<file path="src/rtl/rv32_fetch_pkg.sv">
// Shared RV32 front-end definitions: opcode constants, the canonical NOP
// and the fetch-stage state encoding.
package rv32_fetch_pkg;

    localparam logic [6:0] OPC_LOAD   = 7'b0000011;
    localparam logic [6:0] OPC_OP_IMM = 7'b0010011;
    localparam logic [6:0] OPC_AUIPC  = 7'b0010111;
    localparam logic [6:0] OPC_STORE  = 7'b0100011;
    localparam logic [6:0] OPC_OP     = 7'b0110011;
    localparam logic [6:0] OPC_LUI    = 7'b0110111;
    localparam logic [6:0] OPC_BRANCH = 7'b1100011;
    localparam logic [6:0] OPC_JALR   = 7'b1100111;
    localparam logic [6:0] OPC_JAL    = 7'b1101111;
    localparam logic [6:0] OPC_SYSTEM = 7'b1110011;

    // addi x0, x0, 0
    localparam logic [31:0] NOP_INSTR = 32'h0000_0013;

    typedef enum logic [1:0] {
        F_REQ,
        F_WAIT,
        F_HOLD,
        F_DROP
    } fetch_state_e;

endpackage

</file>
<file path="src/rtl/rv32_f_pc_unit.sv">
// Fetch program counter: register, next-PC select and the +4 incrementer.
// A redirect always wins over a sequential advance.
module rv32_f_pc_unit #(
    parameter logic [31:0] RESET_PC = 32'h0000_0000
) (
    input  logic        clk_i,
    input  logic        rst_n_i,
    input  logic        advance_i,
    input  logic        redirect_i,
    input  logic [31:0] redirect_pc_i,
    output logic [31:0] pc_o,
    output logic [31:0] pc_plus4_o
);

    logic [31:0] pc_d;
    logic [31:0] pc_q;

    assign pc_plus4_o = pc_q + 32'd4;
    assign pc_o       = pc_q;

    always_comb begin
        pc_d = pc_q;
        if (redirect_i) begin
            pc_d = {redirect_pc_i[31:2], 2'b00};
        end else if (advance_i) begin
            pc_d = pc_plus4_o;
        end
    end

    always_ff @(posedge clk_i or negedge rst_n_i) begin
        if (!rst_n_i) begin
            pc_q <= {RESET_PC[31:2], 2'b00};
        end else begin
            pc_q <= pc_d;
        end
    end

endmodule

</file>
<file path="src/rtl/rv32_fetch.sv">
// RV32 instruction fetch stage: single-outstanding instruction memory
// requests, a one-entry skid buffer for decode stalls, and the fetch-to-decode register.
module rv32_fetch
    import rv32_fetch_pkg::*;
#(
    parameter logic [31:0] RESET_PC = 32'h0000_0000
) (
    input  logic        clk_i,
    input  logic        rst_n_i,
    input  logic        stall_f_i,
    input  logic        stall_d_i,
    input  logic        flush_d_i,
    input  logic        redirect_i,
    input  logic [31:0] redirect_pc_i,
    output logic        imem_req_o,
    output logic [31:0] imem_addr_o,
    input  logic        imem_gnt_i,
    input  logic        imem_rvalid_i,
    input  logic [31:0] imem_rdata_i,
    output logic [31:0] instr_o,
    output logic [31:0] pc_o,
    output logic [31:0] pc_next_o,
    output logic        fetch_busy_o
);

    fetch_state_e state_d, state_q;
    logic [31:0]  instr_d, instr_q;
    logic [31:0]  dpc_d, dpc_q;
    logic [31:0]  dpc_next_d, dpc_next_q;
    logic [31:0]  skid_d, skid_q;
    logic [31:0]  pc;
    logic [31:0]  pc_plus4;
    logic         advance;
    logic         dec_write;
    logic [31:0]  dec_instr;

    rv32_f_pc_unit #(
        .RESET_PC(RESET_PC)
    ) u_pc_unit (
        .clk_i        (clk_i),
        .rst_n_i      (rst_n_i),
        .advance_i    (advance),
        .redirect_i   (redirect_i),
        .redirect_pc_i(redirect_pc_i),
        .pc_o         (pc),
        .pc_plus4_o   (pc_plus4)
    );

    // A redirect suppresses the request so a grant can never race the PC reload.
    assign imem_req_o   = rst_n_i && (state_q == F_REQ) && !stall_f_i && !redirect_i;
    assign imem_addr_o  = pc;
    assign fetch_busy_o = rst_n_i && (((state_q == F_REQ)  && !imem_gnt_i)    ||
                                      ((state_q == F_WAIT) && !imem_rvalid_i) ||
                                       (state_q == F_DROP));

    always_comb begin
        state_d    = state_q;
        skid_d     = skid_q;
        advance    = 1'b0;
        dec_write  = 1'b0;
        dec_instr  = imem_rdata_i;

        unique case (state_q)
            F_REQ: begin
                if (imem_req_o && imem_gnt_i) begin
                    state_d = F_WAIT;
                end
            end
            F_WAIT: begin
                if (redirect_i) begin
                    state_d = imem_rvalid_i ? F_REQ : F_DROP;
                end else if (imem_rvalid_i) begin
                    if (stall_d_i && !flush_d_i) begin
                        skid_d  = imem_rdata_i;
                        state_d = F_HOLD;
                    end else begin
                        dec_write = 1'b1;
                        advance   = 1'b1;
                        state_d   = F_REQ;
                    end
                end
            end
            F_HOLD: begin
                if (redirect_i) begin
                    skid_d  = '0;
                    state_d = F_REQ;
                end else if (!stall_d_i && !flush_d_i) begin
                    dec_instr = skid_q;
                    dec_write = 1'b1;
                    advance   = 1'b1;
                    skid_d    = '0;
                    state_d   = F_REQ;
                end
            end
            F_DROP: begin
                if (imem_rvalid_i) begin
                    state_d = F_REQ;
                end
            end
            default: state_d = F_REQ;
        endcase

        instr_d    = instr_q;
        dpc_d      = dpc_q;
        dpc_next_d = dpc_next_q;
        if (flush_d_i) begin
            instr_d    = NOP_INSTR;
            dpc_d      = '0;
            dpc_next_d = '0;
        end else if (dec_write) begin
            instr_d    = dec_instr;
            dpc_d      = pc;
            dpc_next_d = pc_plus4;
        end
    end

    always_ff @(posedge clk_i or negedge rst_n_i) begin
        if (!rst_n_i) begin
            state_q    <= F_REQ;
            instr_q    <= NOP_INSTR;
            dpc_q      <= '0;
            dpc_next_q <= '0;
            skid_q     <= '0;
        end else begin
            state_q    <= state_d;
            instr_q    <= instr_d;
            dpc_q      <= dpc_d;
            dpc_next_q <= dpc_next_d;
            skid_q     <= skid_d;
        end
    end

    assign instr_o   = instr_q;
    assign pc_o      = dpc_q;
    assign pc_next_o = dpc_next_q;

endmodule

</file>
<file path="config.mk">
export PLATFORM = sky130hd
export DESIGN_NAME = rv32_fetch
export DESIGN_NICKNAME = d
export VERILOG_FILES = /design/src/rtl/rv32_fetch_pkg.sv /design/src/rtl/rv32_f_pc_unit.sv /design/src/rtl/rv32_fetch.sv
export SDC_FILE = /design/constraint.sdc
export NUM_CORES = 1
export LEC_CHECK = 0
export BUFFER_PORTS_ARGS = -buffer_cell sky130_fd_sc_hd__buf_2
export CORE_UTILIZATION = 58
export DETAILED_ROUTE_END_ITERATION = 8
export PLACE_DENSITY = 0.86
export SLEW_MARGIN = 30
export SYNTH_ARGS = -nofsm -noshare
export SYNTH_HDL_FRONTEND = slang
export SYNTH_HIERARCHICAL = 1
export SYNTH_SLANG_ARGS = --single-unit
</file>
<file path="constraint.sdc">
create_clock -name clk_i -period 4.46 [get_ports clk_i]
set_input_delay 0.223 -clock clk_i [delete_from_list [all_inputs] [get_ports clk_i]]
set_output_delay 0.223 -clock clk_i [all_outputs]
set_load 0.02 [all_outputs]
</file>
==> impl_results.md <==
* Status: finished, final reports clean
* Final hold vios at 0
* Nets@finish at 1113
* Clk buf depth at 2
* First-pass GRT wire length at 33200 um
* Chip Height at 120 um
* Setup_tns at 0 ps
* Leading area contributor after synthesis: dfrtp_1
* Syn Area/Cell at 9.13 um^2
* DR vias at 6985
* Core area at 13400 um^2
* Hold Path Depth at 3
* Netlist Area Pre-Place at 8050 um^2
* H-tree depth reported by CTS at 4
* CTS tree: yes
* Finished Layout Cells at 1228
* Class of the worst hold path: primary input to register
* Setup Skew at 7.34 ps
* # DRC at 0
* Top_reg_cell synth: dfrtp_1
* Most frequent cells after synthesis: nand2_1, dfrtp_1, a21oi_1
* Final setup fails at 0
* GRT Util Overall at 29.3%
* Clock root buffer: clkbuf_16
* CTS Buf Count at 17
* Reg-to-reg endpoint: u_pc_unit/pc_o[19]
* Largest net degree at the start of global routing at 103
* FF-to-FF setup slack at 1290 ps
* Ports at 202
* Critical-path maximum fanout at 36
* Crit path kind: register to register
* Initial DRC count at 586
* Final WL at 20300 um
* Comb pwr share at 24.1%
* Max-slew violation count at 0
* ANT nets after route at 0
* Top cells by area, synth: dfrtp_1, nand2_1, a21oi_1
* Yosys top cell area share at 48.8%
* Yosys cell types at 53
* Dpl cells at 1191
* Max VDD drop at 347 uV
* CP Capture Type: register
* RSZ-0062 raised after global routing: false
* Skew-Pair Late Insertion Delay at 420 ps
* Layout cells sized above 1 at 23.5%
* 1st-pass router iterations at 5
* Post-synth EDFFs at 0
* YS warnings at 6
* P_int at 2930 uW
* Num rows at 42
* Measured slew at the worst slew-check pin at 865 ps
* Hpwl dp at 13200 um
* Clk slew on worst S/H paths at 60 ps
* Remaining global-route overflow at 0
* Register area share after synthesis at 49.8%
* Hold EP: u_pc_unit/pc_o[4]
* Port Buffer Count at 197
* Req. time, crit path at 4800 ps
* Die area at 14400 um^2
* CTS Sinks at 160
* Number of global-route vias before repair at 6626
* Worst path arrival time at 3500 ps
* PwrDens at 459 nW/um^2
* Initial core utilization at 60.1%
* Initial antenna violation count at 2
* Crit path launch type: register
* Static leakage power at 0.00432 uW
* Relative slew slack at 42.3%
* Fin crit share at 71.0%
* Cell with the most instances after synthesis: nand2_1
* RR Startpoint: state_q[1]
* Worst Reg-to-Reg Cells at 9
* Max capacitance violation total at 0
* Ys async rst share at 100%
* Routed length per placed instance at 16.5 um
* Cell count after synthesis at 882
* Area delta synth->final at 18.9%
* Sequential share of power at 44.1%
* Max Fclk at 316 MHz
* Post-CTS setup buffers at 0
* Register bit count reported by yosys at 160
* RD Place Congestion at 0.822
* Hold_sp: redirect_pc_i[4]
* Switching part of the total at 33.2%
* Fin crit period at 3170 ps
* Die Wd at 120 um
* Clock share of power at 31.7%
* Via density at 5.69
* NetSw at 1460 uW
-- timing repair --
action | CTS | global route
hold buffers | 2 | 0
endpoints found under the hold margin | 96 | 0
resized for setup | 0 | 0
endpoints found under the setup margin | 0 | 0
-- layout make-up --
type	instances	area, um^2
Inverter	43	164
Clock buffer	21	440
Fill cell	1047	3830
Clock inverter	11	116
Antenna cell	3	7.51
Sequential cell	160	4010
Timing Repair Buffer	206	1070
Multi-Input combinational cell	608	3540
Tap cell	176	220
-- per-stage QoR --
| step | instance area [um^2] | hold slack (ps) | util, % | power, uW | setup slack [ps] |
|---|---|---|---|---|---|
| after CTS | 9560 | 0.700 | 71.4 | 4410 | 1320 |
| after global placement | 8970 | 397 | 67.0 | 2970 | 1400 |
| after global routing | 9570 | 3.67 | 71.4 | 4630 | 999 |
| after floorplan | 8070 | -72.6 | - | 2660 | 1520 |
| final | 9570 | 15.1 | 71.4 | 4390 | 1290 |
| after detailed placement | 8990 | 386 | 67.1 | 3020 | 1340 |
-- layout by cell type, fill, tap and decap left out, types with 15 or more instances in the layout --
| master | n |
|---|---|
| a211oi_1 | 25 |
| nand4_1 | 15 |
| dfrtp_1 | 157 |
| a21oi_1 | 70 |
| clkbuf_16 | 17 |
| nand2_1 | 164 |
| o21ai_0 | 53 |
| nand3_1 | 21 |
| mux2i_1 | 32 |
| xnor2_1 | 26 |
| buf_2 | 195 |
| nand3b_1 | 32 |
| inv_1 | 42 |
| nor2_1 | 53 |
-- power groups by stage --
stage	Sequential (uW)	Clock, uW	Combinational (uW)
6_report	1940	1390	1060
2_1_floorplan	2050	0	609
3_5_place_dp	1960	0	1060
4_1_cts	1940	1410	1070
3_3_place_gp	1940	0	1020
5_1_grt	1970	1470	1190
-- state kept, by name (all words and copies together), names as in the netlist --
name            cells
skid_q             32
pc_next_o          32
pc_o               32
instr_o            32
state_q             2
u_pc_unit/pc_o     30
-- routing by layer --
layer / vias to the layer above / global-route usage [%] / share of wire [%]
met3: 34 / 6.94 / 6.7
met1: 3350 / 40.5 / 44
li1: 3330 / - / -
met2: 271 / 45.1 / 48
met5: - / 0 / 0
met4: 0 / 10.9 / 2.2
-- worst max path at each step --
stage                from            endpoint  slack [ps]
3_3_place_gp   state_q[1]  u_pc_unit/pc_o[31]        1400
4_1_cts        state_q[1]  u_pc_unit/pc_o[19]        1320
5_1_grt        state_q[1]  u_pc_unit/pc_o[31]        1000
2_1_floorplan  state_q[1]  u_pc_unit/pc_o[17]        1520
3_5_place_dp   state_q[1]  u_pc_unit/pc_o[19]        1340
6_report       state_q[1]  u_pc_unit/pc_o[19]        1290
-- critical path: stages, from the launching register on --
cell and delay (ps):
dfrtp_1 400, inv_1 100, ha_1 260, nand2_1 80, a2111o_2 450, inv_4 300
nand4_1 380, or4_1 590, or3_1 350, a31oi_1 160
-- logic make-up (layout without fill, tap and decap cells) --
family,after synthesis,after routing,synth area share [%]
other cells,1,7,0.0466
xor+xnor,40,40,4.35
compound gates,186,186,13.7
flops,160,160,49.8
mux,32,32,3.98
buf+inv,117,281,6.54
fa+ha+maj,5,5,0.777
simple gates,341,341,20.9
(Power assumes the default switching activity.)
